[src/rtl/mc_pkg.sv]
// mc_pkg: shared state encodings, opcode/funct constants, ALUOp and mux-select codes for mc_control
package mc_pkg;
  localparam int XLEN_DEF = 32;
  typedef enum logic [4:0] {
    S_FETCH  = 5'd0,
    S_DECODE = 5'd1,
    S_MEMADR = 5'd2,
    S_MEMRD  = 5'd3,
    S_MEMWB  = 5'd4,
    S_MEMWR  = 5'd5,
    S_REXEC  = 5'd6,
    S_RWB    = 5'd7,
    S_IEXEC  = 5'd8,
    S_IWB    = 5'd9,
    S_BRANCH = 5'd10,
    S_JUMP   = 5'd11,
    S_LUIWB  = 5'd12,
    S_MUL    = 5'd13,
    S_HALT   = 5'd14,
    S_ERROR  = 5'd15
  } state_t;
  localparam logic [5:0] OP_R    = 6'h00;
  localparam logic [5:0] OP_J    = 6'h02;
  localparam logic [5:0] OP_BEQ  = 6'h04;
  localparam logic [5:0] OP_BNE  = 6'h05;
  localparam logic [5:0] OP_ADDI = 6'h08;
  localparam logic [5:0] OP_ANDI = 6'h0C;
  localparam logic [5:0] OP_ORI  = 6'h0D;
  localparam logic [5:0] OP_LUI  = 6'h0F;
  localparam logic [5:0] OP_LW   = 6'h23;
  localparam logic [5:0] OP_SW   = 6'h2B;
  localparam logic [5:0] OP_HALT = 6'h3F;
  localparam logic [5:0] FN_MUL  = 6'h18;
  localparam logic [3:0] ALU_ADD = 4'b0000;
  localparam logic [3:0] ALU_SUB = 4'b0001;
  localparam logic [3:0] ALU_AND = 4'b0010;
  localparam logic [3:0] ALU_OR  = 4'b0011;
  localparam logic [3:0] ALU_MUL = 4'b1000;
  localparam logic [3:0] ALU_FN  = 4'b1111;
  localparam logic [1:0] SRCB_REG  = 2'b00;
  localparam logic [1:0] SRCB_FOUR = 2'b01;
  localparam logic [1:0] SRCB_IMM  = 2'b10;
  localparam logic [1:0] SRCB_BOFS = 2'b11;
  localparam logic [1:0] PCS_ALU  = 2'b00;
  localparam logic [1:0] PCS_OUT  = 2'b01;
  localparam logic [1:0] PCS_JMP  = 2'b10;
endpackage

[src/rtl/mc_control_decode.sv]
// mc_decode: combinational opcode/funct dispatch to the first execute state
// Ports: opcode, funct in; dispatch out. Macro MC_MUL_EN routes funct 0x18 to MUL.
module mc_decode
  import mc_pkg::*;
(
  input  logic [5:0] opcode,
  input  logic [5:0] funct,
  output state_t     dispatch
);
  logic is_mul;
`ifdef MC_MUL_EN
  assign is_mul = funct == FN_MUL;
`else
  logic unused_funct;
  assign is_mul = 1'b0;
  assign unused_funct = ^funct;
`endif
  always_comb
    case (opcode)
      OP_R:                     dispatch = is_mul ? S_MUL : S_REXEC;
      OP_ADDI, OP_ANDI, OP_ORI: dispatch = S_IEXEC;
      OP_LUI:                   dispatch = S_LUIWB;
      OP_LW, OP_SW:             dispatch = S_MEMADR;
      OP_BEQ, OP_BNE:           dispatch = S_BRANCH;
      OP_J:                     dispatch = S_JUMP;
      OP_HALT:                  dispatch = S_HALT;
      default:                  dispatch = S_ERROR;
    endcase
endmodule

[src/rtl/mc_control.sv]
// mc_control: multicycle CPU control FSM with memory-wait timeout and optional multi-cycle MUL
// Ports: clk, reset (sync, active-low), IReg_out, mem_ready in; datapath control lines,
// state/next_state, halted, mem_err out. Macro MC_MUL_EN enables the MUL state.
module mc_control
  import mc_pkg::*;
#(
  parameter int XLEN       = XLEN_DEF,
  parameter int WAIT_LIMIT = 15,
  parameter int MUL_LAT    = 4
) (
  input  logic            clk,
  input  logic            reset,
  input  logic [XLEN-1:0] IReg_out,
  input  logic            mem_ready,
  output logic            PCWrite,
  output logic            MemRead,
  output logic            MemWrite,
  output logic            IRWrite,
  output logic            MemtoReg,
  output logic            ALUSrcA,
  output logic            RegWrite,
  output logic            BranchType,
  output logic            LUI,
  output logic            SW,
  output logic [1:0]      PCSource,
  output logic [1:0]      ALUSrcB,
  output logic [3:0]      ALUOp,
  output logic [4:0]      state,
  output logic [4:0]      next_state,
  output logic            halted,
  output logic            mem_err
);
  localparam int WW = $clog2(WAIT_LIMIT + 1) < 4 ? 4 : $clog2(WAIT_LIMIT + 1);
  state_t cur, nxt, disp, os;
  logic [WW-1:0] wait_cnt;
  logic [5:0] opcode, funct;
  logic waiting, timeout, unused_ir;
  assign opcode = IReg_out[XLEN-1:XLEN-6];
  assign funct = IReg_out[5:0];
  assign unused_ir = ^IReg_out[XLEN-7:6];
  assign waiting = (cur == S_FETCH || cur == S_MEMRD || cur == S_MEMWR) && !mem_ready;
  assign timeout = waiting && wait_cnt == WW'(WAIT_LIMIT);
  mc_decode u_dec (.opcode(opcode), .funct(funct), .dispatch(disp));
`ifdef MC_MUL_EN
  localparam int MW = MUL_LAT > 1 ? $clog2(MUL_LAT) : 1;
  logic [MW-1:0] mul_cnt;
  logic mul_done;
  assign mul_done = mul_cnt == MW'(MUL_LAT - 1);
  always_ff @(posedge clk)
    if (!reset || cur != S_MUL) mul_cnt <= '0;
    else mul_cnt <= mul_done ? '0 : mul_cnt + 1'b1;
`endif
  always_comb begin
    nxt = cur;
    case (cur)
      S_FETCH:  nxt = mem_ready ? S_DECODE : timeout ? S_ERROR : S_FETCH;
      S_DECODE: nxt = disp;
      S_MEMADR: nxt = opcode == OP_SW ? S_MEMWR : S_MEMRD;
      S_MEMRD:  nxt = mem_ready ? S_MEMWB : timeout ? S_ERROR : S_MEMRD;
      S_MEMWR:  nxt = mem_ready ? S_FETCH : timeout ? S_ERROR : S_MEMWR;
      S_REXEC:  nxt = S_RWB;
      S_IEXEC:  nxt = S_IWB;
`ifdef MC_MUL_EN
      S_MUL:    nxt = mul_done ? S_RWB : S_MUL;
`endif
      S_HALT, S_ERROR: nxt = cur;
      S_MEMWB, S_RWB, S_IWB, S_BRANCH, S_JUMP, S_LUIWB: nxt = S_FETCH;
      default:  nxt = S_ERROR;
    endcase
    if (!reset) nxt = S_FETCH;
  end
  always_ff @(posedge clk) begin
    cur <= !reset ? S_FETCH : nxt;
    if (!reset || nxt != cur) wait_cnt <= '0;
    else if (waiting) wait_cnt <= wait_cnt + 1'b1;
  end
  // While reset is held the outputs already show FETCH, matching next_state.
  assign os = reset ? cur : S_FETCH;
  always_comb begin
    PCWrite = 1'b0;
    MemRead = 1'b0;
    MemWrite = 1'b0;
    IRWrite = 1'b0;
    MemtoReg = 1'b0;
    ALUSrcA = 1'b0;
    RegWrite = 1'b0;
    BranchType = 1'b0;
    LUI = 1'b0;
    SW = 1'b0;
    PCSource = PCS_ALU;
    ALUSrcB = SRCB_REG;
    ALUOp = ALU_ADD;
    case (os)
      S_FETCH: begin
        MemRead = 1'b1;
        ALUSrcB = SRCB_FOUR;
        IRWrite = mem_ready;
        PCWrite = mem_ready;
      end
      S_DECODE: ALUSrcB = SRCB_BOFS;
      S_MEMADR: begin
        ALUSrcA = 1'b1;
        ALUSrcB = SRCB_IMM;
      end
      S_MEMRD: MemRead = 1'b1;
      S_MEMWB: begin
        RegWrite = 1'b1;
        MemtoReg = 1'b1;
      end
      S_MEMWR: begin
        MemWrite = 1'b1;
        SW = 1'b1;
      end
      S_REXEC: begin
        ALUSrcA = 1'b1;
        ALUOp = ALU_FN;
      end
      S_RWB, S_IWB: RegWrite = 1'b1;
      S_IEXEC: begin
        ALUSrcA = 1'b1;
        ALUSrcB = SRCB_IMM;
        ALUOp = opcode == OP_ANDI ? ALU_AND : opcode == OP_ORI ? ALU_OR : ALU_ADD;
      end
      S_BRANCH: begin
        ALUSrcA = 1'b1;
        ALUOp = ALU_SUB;
        PCSource = PCS_OUT;
        BranchType = opcode[0];
      end
      S_JUMP: begin
        PCWrite = 1'b1;
        PCSource = PCS_JMP;
      end
      S_LUIWB: begin
        LUI = 1'b1;
        RegWrite = 1'b1;
      end
`ifdef MC_MUL_EN
      S_MUL: begin
        ALUSrcA = 1'b1;
        ALUOp = ALU_MUL;
      end
`endif
      default: ;
    endcase
  end
  assign halted = os == S_HALT;
  assign mem_err = os == S_ERROR;
  assign state = cur;
  assign next_state = nxt;
endmodule
[config.mk]
export PLATFORM = sky130hd
export DESIGN_NAME = mc_control
export DESIGN_NICKNAME = d
export VERILOG_FILES = /design/src/rtl/mc_pkg.sv /design/src/rtl/mc_control_decode.sv /design/src/rtl/mc_control.sv
export SDC_FILE = /design/constraint.sdc
export NUM_CORES = 1
export LEC_CHECK = 0
export ABC_CLOCK_PERIOD_IN_PS = 2170
export CORE_MARGIN = 4
export CORE_UTILIZATION = 30
export DETAILED_ROUTE_END_ITERATION = 6
export GPL_ROUTABILITY_DRIVEN = 0
export GPL_TIMING_DRIVEN = 0
export HOLD_SLACK_MARGIN = 0.15
export MAX_ROUTING_LAYER = met4
export PLACE_DENSITY_LB_ADDON = 0.25
export SYNTH_ARGS = -nofsm -noshare
export SYNTH_HDL_FRONTEND = slang
export SYNTH_SLANG_ARGS = --single-unit
[constraint.sdc]
create_clock -name clk -period 2.17 [get_ports clk]
set_clock_uncertainty 0.15 [all_clocks]
set_input_delay 0.434 -clock clk [delete_from_list [all_inputs] [get_ports clk]]
set_output_delay 0.434 -clock clk [all_outputs]
set_load 0.05 [all_outputs]
---- Yosys cells after proc, flatten, opt, wreduce, memory -nomap -nowiden ----
Cells that the tools add are included.
operators by class
  $add $sub $neg .......................... 1
  equal/unequal tests ..................... 40
  mux-type cells .......................... 25
  reduce and logical (&&, ||, !) cells .... 19
operator list
  kind                                            count
  == test 5 x 4 -> 1 bit (second input constant)  14
  one-hot mux 5 bit (9 select lines)              1
  == test 5 x 3 -> 1 bit (second input constant)  8
  one-hot mux 4 bit (7 select lines)              1
  == test 6 x 4 -> 1 bit (second input constant)  4
  2-to-1 mux 4 bit                                6
  == test 5 x 2 -> 1 bit (second input constant)  4
  == test 6 bit (second input constant)           3
  == test 6 x 3 -> 1 bit (second input constant)  2
  one-hot mux 4 bit (3 select lines)              1
  == test 5 x 1 -> 1 bit (second input constant)  2
  zero test 5 bit                                 2
  2-to-1 mux 5 bit                                2
  OR reduction 2 bit                              5
  2-to-1 mux 1 bit                                8
  OR reduction 4 bit                              2
  == test 6 x 2 -> 1 bit (second input constant)  1
  zero test 6 bit                                 1
  one-hot mux 2 bit (3 select lines)              1
  OR reduction 6 bit                              1
  inequality test 5 bit                           1
  adder 4 x 1 -> 4 bit (second input constant)    1
  == test 4 bit (second input constant)           1
  2-to-1 mux 2 bit                                2
  other kinds (7)                                 11
word-level totals
  register bits after elaboration ......... 9
  output and inout bits ................... 30
  word-level logic and storage cells ...... 87

---- Depth between registers and ports, before layout ----
Gate-level depths: netlist (run 1).
  word-level depth ........................ 11
  depth in mapped cells ................... 8

---- Cells and area by module ----
From an unflattened synthesis (run 1), not the netlist that was laid out.
unflattened totals
  cells, all modules ...................... 178
  area total of the unflattened synthesis .. 1227.4 um2
modules (own cells, without submodules)
  module      times used  cells an instance  area each (um2)
  mc_control  1           153                1078.5
  mc_decode   1           25                 148.9

---- Worst setup path before layout (run 1) ----
No wires, ideal clock.
  path kind ............................... register to output
  start ................................... register cur[3], in the netlist state[3]
  end ..................................... output ALUOp[0]
  data arrival time ....................... 2691 ps
  data required time ...................... 1586 ps
  path slack .............................. -1105 ps
  stages on the path, launching flop included .. 8
  buffers on the path ..................... 2
  path through ............................ dfxtp_1 > clkbuf_2 > buf_1 > inv_1 > nor2_1 > nand2_1 > nor2_1 > a211o_1
between the ends
  word-level cells in the longest chain between the ends .. 3
  elaborated cells between the ends (all ways) .. 5
  those cells by class .................... eq/ne: 3; mux: 2
ends and longest elaborated chain
  what                                                                     RTL line          RTL
  start, declared                                                          mc_control.sv:34  state_t cur, nxt, disp, os;
  start signal, assigned                                                   mc_control.sv:73  cur <= !reset ? S_FETCH : nxt;
  2-to-1 mux 5 bit (*)                                                     mc_control.sv:78  assign os = reset ? cur : S_FETCH;
  == test 5 x 4 -> 1 bit / == test 5 x 3 -> 1 bit (equally long branches)  mc_control.sv:93  case (os)
  one-hot mux 4 bit (3 select lines) (*)                                   mc_control.sv:93
  end, declared                                                            mc_control.sv:27  output logic [3:0] ALUOp,
Mark *: on every way between the ends. The rest lies on a longest branch, timed or not.

---- Final worst setup path (run 1) ----
  start ................................... register cur[0], in the netlist state[0]
  end ..................................... output next_state[1]
between the ends
  word-level cells in the longest chain between the ends .. 9
  elaborated cells between the ends (all ways) .. 27
  those cells by class .................... eq/ne: 14; mux: 6; reduce/logical: 7
ends and longest elaborated chain
  what                                                              RTL line                            RTL
  == test 5 x 2 -> 1 bit / zero test 5 bit (equally long branches)  mc_control.sv:41, mc_control.sv:55
  logical OR 1 bit (2 in series)                                    mc_control.sv:41                    assign waiting = (cur == S_FETCH || cur == S_MEMRD || cur == S_MEMWR) && !mem_ready;
  logical AND 1 bit                                                 mc_control.sv:41
  logical AND 1 bit                                                 mc_control.sv:42                    assign timeout = waiting && wait_cnt == WW'(WAIT_LIMIT);
  2-to-1 mux 4 bit (on tied branches) (2 in series)                 mc_control.sv:60, mc_control.sv:56
  one-hot mux 5 bit (9 select lines) (*)                            mc_control.sv:55                    case (cur)
  2-to-1 mux 5 bit (*)                                              mc_control.sv:70                    if (!reset) nxt = S_FETCH;
  end, declared                                                     mc_control.sv:29                    output logic [4:0] next_state,
Marked as above.

==> flow_metrics.env, run 1 <==
export IMPL_hold_violations=0
export IMPL_start_util_pct=32.5
export IMPL_grt_usage_pct=18.9
export IMPL_failed_checks="setup timing"
export IMPL_fillers=263
export IMPL_critPathTopFamily="compound AO/OA/AOI/OAI gates"
export IMPL_coreArea_sq_um=3150
export IMPL_yosysSeqAreaShare_pct=17.6
export IMPL_clk_latency_ns=0.27
export IMPL_clock_sinks=9
export IMPL_slew_headroom_pct=64.2
export IMPL_crit_buf_inv=1
export IMPL_intPower_w=0.000521
export IMPL_routed_wirelength_mm=4.23
export IMPL_cts_tree="built"
export IMPL_grt_max_degree=11
export IMPL_worst_pin_slew_ns=0.532
export IMPL_clock_power_share_pct=13.8
export IMPL_seq_area_sq_um=199
export IMPL_grt_pass1_vias=1380
export IMPL_place_ws_ns=-1.36
export IMPL_dpl_hpwl_mm=2.87
export IMPL_async_flop_share_pct=0
export IMPL_drt_wirelength_per_cell_um=16.7
export IMPL_cap_violations=0
export IMPL_synth_area_sq_um=1020
export IMPL_ir_drop_uv=339
export IMPL_setup_viol=11
export IMPL_most_common_layout_cells="buf_4, clkbuf_4, buf_6, nor2_4"
export IMPL_worst_slack_ns=-0.434
export IMPL_synth_main_ff_cell="dfxtp_1"
export IMPL_drtIter0Drc=60
export IMPL_slowest_delay_ns=0.42
export IMPL_vias=1399
export IMPL_power_share_sequential_pct=21.2
export IMPL_startpoint_type="flip-flop"
export IMPL_p_switching_w=0.000457
export IMPL_path_max_fanout=8
export IMPL_synth_cell_type_count=45
export IMPL_critPathRequiredTime_ns=1.59
export IMPL_cts_max_level=1
export IMPL_drive_gt1_share_pct=56.5
export IMPL_p_comb_share_pct=65.0
export IMPL_firstDrtPassIters=4
export IMPL_timing_final_crit_share_pct=120
export IMPL_p_sw_share_pct=46.7
export IMPL_endpoint_kind="output port"
export IMPL_multi_input_area_sq_um=1120
export IMPL_cts_hold_repair_buffers=0
export IMPL_dieWidth_um=66.4
export IMPL_worstPathCellList="mux2_4, a221o_1, a221o_1, nor2_4, nor2_4, buf_8"
export IMPL_rsz0062_at_grt="true"
export IMPL_port_buffer_count=36
export IMPL_maxSlewViolCount=0
export IMPL_num_rows=20
export IMPL_ant_nets=0
export IMPL_antenna_found_initial=0
export IMPL_cts_buffer_depth=2
export IMPL_fmax_mhz=384
export IMPL_numCtsBuffers=3
export IMPL_cp_arrival_ns=2.02
export IMPL_die_y_um=66.4
export IMPL_worstSetupPathType="flip-flop to output port"
export IMPL_power_density_nw_per_um2=474
export IMPL_ff2ff_path_depth=7
export IMPL_root_buffer="clkbuf_4"
export IMPL_postLayoutCellArea_sq_um=2060
export IMPL_hp_class="input pin to flip-flop"
export IMPL_drc=0
export IMPL_dieArea_sq_um=4410
export IMPL_p_leak_nw=0.813
export IMPL_mostFrequentLayoutCell="buf_4"
export IMPL_syn_to_final_growth_pct=101
export IMPL_overflow=0
export IMPL_clk_pin_slew_ns=0.06
export IMPL_crit_cells=6
export IMPL_synth_edf_count=0
export IMPL_grt_pass1_wl_mm=6.41
export IMPL_num_antenna_cells=0
export IMPL_finalNetCount=246
export IMPL_holdWs_ns=0.373
export IMPL_place_area_sq_um=1760
export IMPL_syn_inst=151
export IMPL_ys_ff_latch=9
export IMPL_via_per_inst=5.53
export IMPL_ios=65
export IMPL_syn_avg_cell_area_sq_um=6.78
export IMPL_period_needed_ns=2.60
export IMPL_min_path_cells=2
export IMPL_crit_slowest_cell="dfxtp_4"
export IMPL_synth_warnings=0
export IMPL_status="finished, violations left"
synth_stat cells, types with 2 or more instances:
| master | count | share of area [%] |
|---|---|---|
| o22ai_1 | 2 | 1.2 |
| nor4_1 | 7 | 4.3 |
| o311ai_1 | 2 | 1.7 |
| o21ai_0 | 7 | 3.4 |
| nand4_1 | 2 | 1.2 |
| or2_2 | 3 | 1.8 |
| xnor2_1 | 4 | 3.4 |
| clkbuf_1 | 5 | 1.8 |
| a21oi_1 | 6 | 2.9 |
| nor2b_1 | 2 | 1.2 |
| o211ai_1 | 2 | 1.5 |
| nand2b_1 | 3 | 1.8 |
| buf_4 | 4 | 2.9 |
| a211o_1 | 2 | 1.7 |
| a221o_1 | 2 | 2.0 |
| a31oi_1 | 4 | 2.4 |
| mux2i_1 | 6 | 5.9 |
| nand2_1 | 11 | 4.0 |
| nor2_1 | 23 | 8.4 |
| o221ai_1 | 2 | 1.7 |
| nor3_1 | 8 | 3.9 |
| nand3_1 | 5 | 2.4 |
| dfxtp_1 | 9 | 18 |
| o31a_1 | 2 | 1.7 |
| inv_1 | 7 | 2.6 |
| xor2_1 | 2 | 1.7 |
cell type report:
class | count | area share, %
Multi-Input combinational cell | 123 | 54.2
Timing Repair Buffer | 56 | 24.2
Sequential cell | 9 | 9.65
Buffer | 10 | 6.38
Tap cell | 44 | 2.67
Inverter | 7 | 1.64
Clock buffer | 4 | 1.28
worst paths after layout:
path               start            end  slack (ns)
max             state[0]  next_state[1]       -0.43
min                reset       state[2]        0.37
max reg2reg     state[0]    wait_cnt[3]       -0.18
min reg2reg  wait_cnt[0]    wait_cnt[0]        0.44
layer usage:
layer	share of wire, %	vias up	track usage, %	wire length (um)
li1	-	670	-	-
met1	40	678	21.8	1690
met2	54	45	34.2	2270
met3	5.2	6	2.72	221
met4	1.3	0	4.57	55
met5	0	-	-	0
per-stage QoR:
| stage | TNS (ns) | utilization (%) | std cells | total power (W) |
|---|---|---|---|---|
| after floorplan | -0.560 | - | 152 | 0.000580 |
| after global placement | -17.37 | 55.9 | 232 | 0.000699 |
| after detailed placement | -17.69 | 55.9 | 232 | 0.000706 |
| after CTS | -2.24 | 61.6 | 245 | 0.000906 |
| after global routing | -3.33 | 65.4 | 253 | 0.00102 |
| final | -2.00 | 65.4 | 253 | 0.000978 |
state kept, by name, indices dropped and copies added (netlist names):
| register | count |
|---|---|
| state | 5 |
| wait_cnt | 4 |
power groups by stage:
stage	clock network, W	logic (W)	registers (W)
after floorplan	0	0.000358	0.000221
after global placement	0	0.000509	0.000191
after detailed placement	0	0.000514	0.000192
after CTS	0.000135	0.000564	0.000206
after global routing	0.000147	0.000667	0.000210
final	0.000134	0.000636	0.000207
cells by family (layout without fill, tap and decap cells):
group                    Yosys count  after routing  share of synthesized area (%)
AND/OR/NAND/NOR                   70             70                           33.4
AO/OA/AOI/OAI                     37             37                           25.2
buffers and inverters             20             77                           9.78
flip-flops                         9              9                           17.6
multiplexers                       7              7                           7.33
XOR/XNOR                           6              6                           5.13
adder cells (fa/ha/maj)            1              1                           1.22
other                              1              2                          0.366
timing repair:
action | CTS | global route
gates resized for setup | 169 | 37
pin swaps | 14 | 13
buffers inserted | 12 | 8
endpoints found under the setup margin | 29 | 25
No activity file was read; power rests on OpenSTA's default activity.
==> inputs of run 2 (changes only) <==
- MAX_ROUTING_LAYER: met4 -> unset
==> run 2 against run 1 <==
  * The flow still finishes with violations (setup timing)
  * Utilization unchanged
  * Clock power about the same
  * Total power about the same
==> flow_metrics.env, run 2 (synthesized netlist as in run 1, its figures left out) <==
export IMPL_r2r_setup_slack_ns=-0.17
export IMPL_critPathRequiredTime_ns=1.59
export IMPL_rsz0062_at_grt="true"
export IMPL_ant_nets=0
export IMPL_num_rows=20
export IMPL_cts_hold_repair_buffers=0
export IMPL_die_y_um=66.4
export IMPL_numCtsBuffers=3
export IMPL_fmax_mhz=384
export IMPL_cap_violations=0
export IMPL_r2r_start="state[0]"
export IMPL_num_antenna_cells=0
export IMPL_r2r_end="wait_cnt[3]"
export IMPL_p_total_w=0.000977
export IMPL_timing_setup_tns_ns=-1.97
export IMPL_dpl_hpwl_mm=2.87
export IMPL_cts_max_level=1
export IMPL_maxSlewViolCount=0
export IMPL_overflow=0
export IMPL_ios=65
export IMPL_final_core_util_pct=65.4
export IMPL_most_common_layout_cells="buf_4, clkbuf_4, buf_6, nor2_4"
export IMPL_seq_area_sq_um=199
export IMPL_worst_slack_ns=-0.432
export IMPL_startpoint_type="flip-flop"
export IMPL_period_needed_ns=2.60
export IMPL_finalNetCount=246
export IMPL_clk_pin_slew_ns=0.06
export IMPL_power_density_nw_per_um2=474
export IMPL_worst_pin_slew_ns=0.500
export IMPL_grt_max_degree=11
export IMPL_drt_wirelength_per_cell_um=16.7
export IMPL_antenna_found_initial=0
export IMPL_p_leak_nw=0.813
export IMPL_dieWidth_um=66.4
export IMPL_mostFrequentLayoutCell="buf_4"
export IMPL_clock_sinks=9
export IMPL_root_buffer="clkbuf_4"
export IMPL_grt_usage_pct=18.4
export IMPL_drtIter0Drc=68
export IMPL_status="finished, violations left"
export IMPL_endpoint="next_state[1]"
export IMPL_multi_input_area_sq_um=1120
export IMPL_failed_checks="setup timing"
export IMPL_port_buffer_count=36
export IMPL_clk_latency_ns=0.27
export IMPL_via_per_inst=5.50
export IMPL_routed_wirelength_mm=4.22
export IMPL_firstDrtPassIters=4
export IMPL_grt_pass1_vias=1380
export IMPL_path_max_fanout=8
export IMPL_ff2ff_path_depth=7
export IMPL_cp_arrival_ns=2.02
export IMPL_postLayoutCellArea_sq_um=2060
export IMPL_drive_gt1_share_pct=56.5
export IMPL_cts_buffer_depth=2
export IMPL_setup_viol=11
export IMPL_dieArea_sq_um=4410
export IMPL_start_util_pct=32.5
export IMPL_drc=0
export IMPL_hp_class="input pin to flip-flop"
export IMPL_cp_startpoint="state[0]"
export IMPL_cts_tree="built"
export IMPL_ir_drop_uv=338
export IMPL_syn_to_final_growth_pct=101
export IMPL_grt_pass1_wl_mm=6.41
export IMPL_slew_headroom_pct=66.3
export IMPL_fillers=263
export IMPL_vias=1392
export IMPL_fin_cells=253
export IMPL_endpoint_kind="output port"
export IMPL_largest_reg_flops=5
export IMPL_place_area_sq_um=1760
export IMPL_place_inst=232
export IMPL_coreArea_sq_um=3150
export IMPL_worstSetupPathType="flip-flop to output port"
export IMPL_timing_final_crit_share_pct=120
export IMPL_hold_violations=0
## run 2: cell counts in the layout (fill, tap and decap cells not counted)
No cell type changed its count.
## run 2: cell type report
| class | count | area share [%] |
|---|---|---|
| Clock buffer | 4 | 1.28 |
| Multi-Input combinational cell | 123 | 54.2 |
| Sequential cell | 9 | 9.65 |
| Inverter | 7 | 1.64 |
| Tap cell | 44 | 2.67 |
| Timing Repair Buffer | 56 | 24.2 |
| Buffer | 10 | 6.38 |
## run 2: stage by stage
stage	setup slack (ns)	hold WS, ns
2_1_floorplan	-0.146	0.376
3_3_place_gp	-1.36	0.391
3_5_place_dp	-1.36	0.419
4_1_cts	-0.468	0.370
5_1_grt	-0.512	0.376
6_report	-0.432	0.374
## run 2: routing by layer
| layer | vias to the layer above | global-route usage [%] | part of all wire, % |
|---|---|---|---|
| met5 | - | 0 | 0 |
| met3 | 8 | 2.72 | 5.3 |
| met2 | 45 | 34.2 | 53 |
| met1 | 669 | 21.8 | 40 |
| li1 | 670 | - | - |
| met4 | 0 | 4.57 | 1.5 |
## run 2: how the worst min path moves through the flow
stage	start	endpoint	slack, ns	cells past startpoint
after floorplan	wait_cnt[1]	wait_cnt[1]	0.38	2
after detailed placement	wait_cnt[0]	wait_cnt[0]	0.42	2
after global routing	reset	state[2]	0.38	2
after global placement	wait_cnt[1]	wait_cnt[1]	0.39	2
final	reset	state[2]	0.37	2
after CTS	reset	state[2]	0.37	2
## run 2: worst max-delay path, stage by stage, from the launching register on
cell	delay (ns)
dfxtp_4	0.42
mux2_4	0.32
a221o_1	0.33
a221o_1	0.33
nor2_4	0.16
nor2_4	0.04
buf_8	0.14
## run 2: power breakdown
| part | leakage, nW | internal (W) | total (W) | switching (W) |
|---|---|---|---|---|
| Sequential | 0.0765 | 0.000175 | 0.000207 | 0.0000317 |
| Combinational | 0.721 | 0.000274 | 0.000635 | 0.000361 |
| Clock | 0.0150 | 0.0000712 | 0.000134 | 0.0000631 |
| Total | 0.813 | 0.000521 | 0.000977 | 0.000456 |
## run 2: timing repair
| action | 4_1_cts | 5_1_grt |
|---|---|---|
| setup endpoints to repair | 29 | 25 |
| resized for setup | 169 | 37 |
| cloned | 0 | 0 |
| setup buffers | 12 | 8 |
| pin swaps | 14 | 13 |
| endpoints found under the hold margin | 0 | 0 |
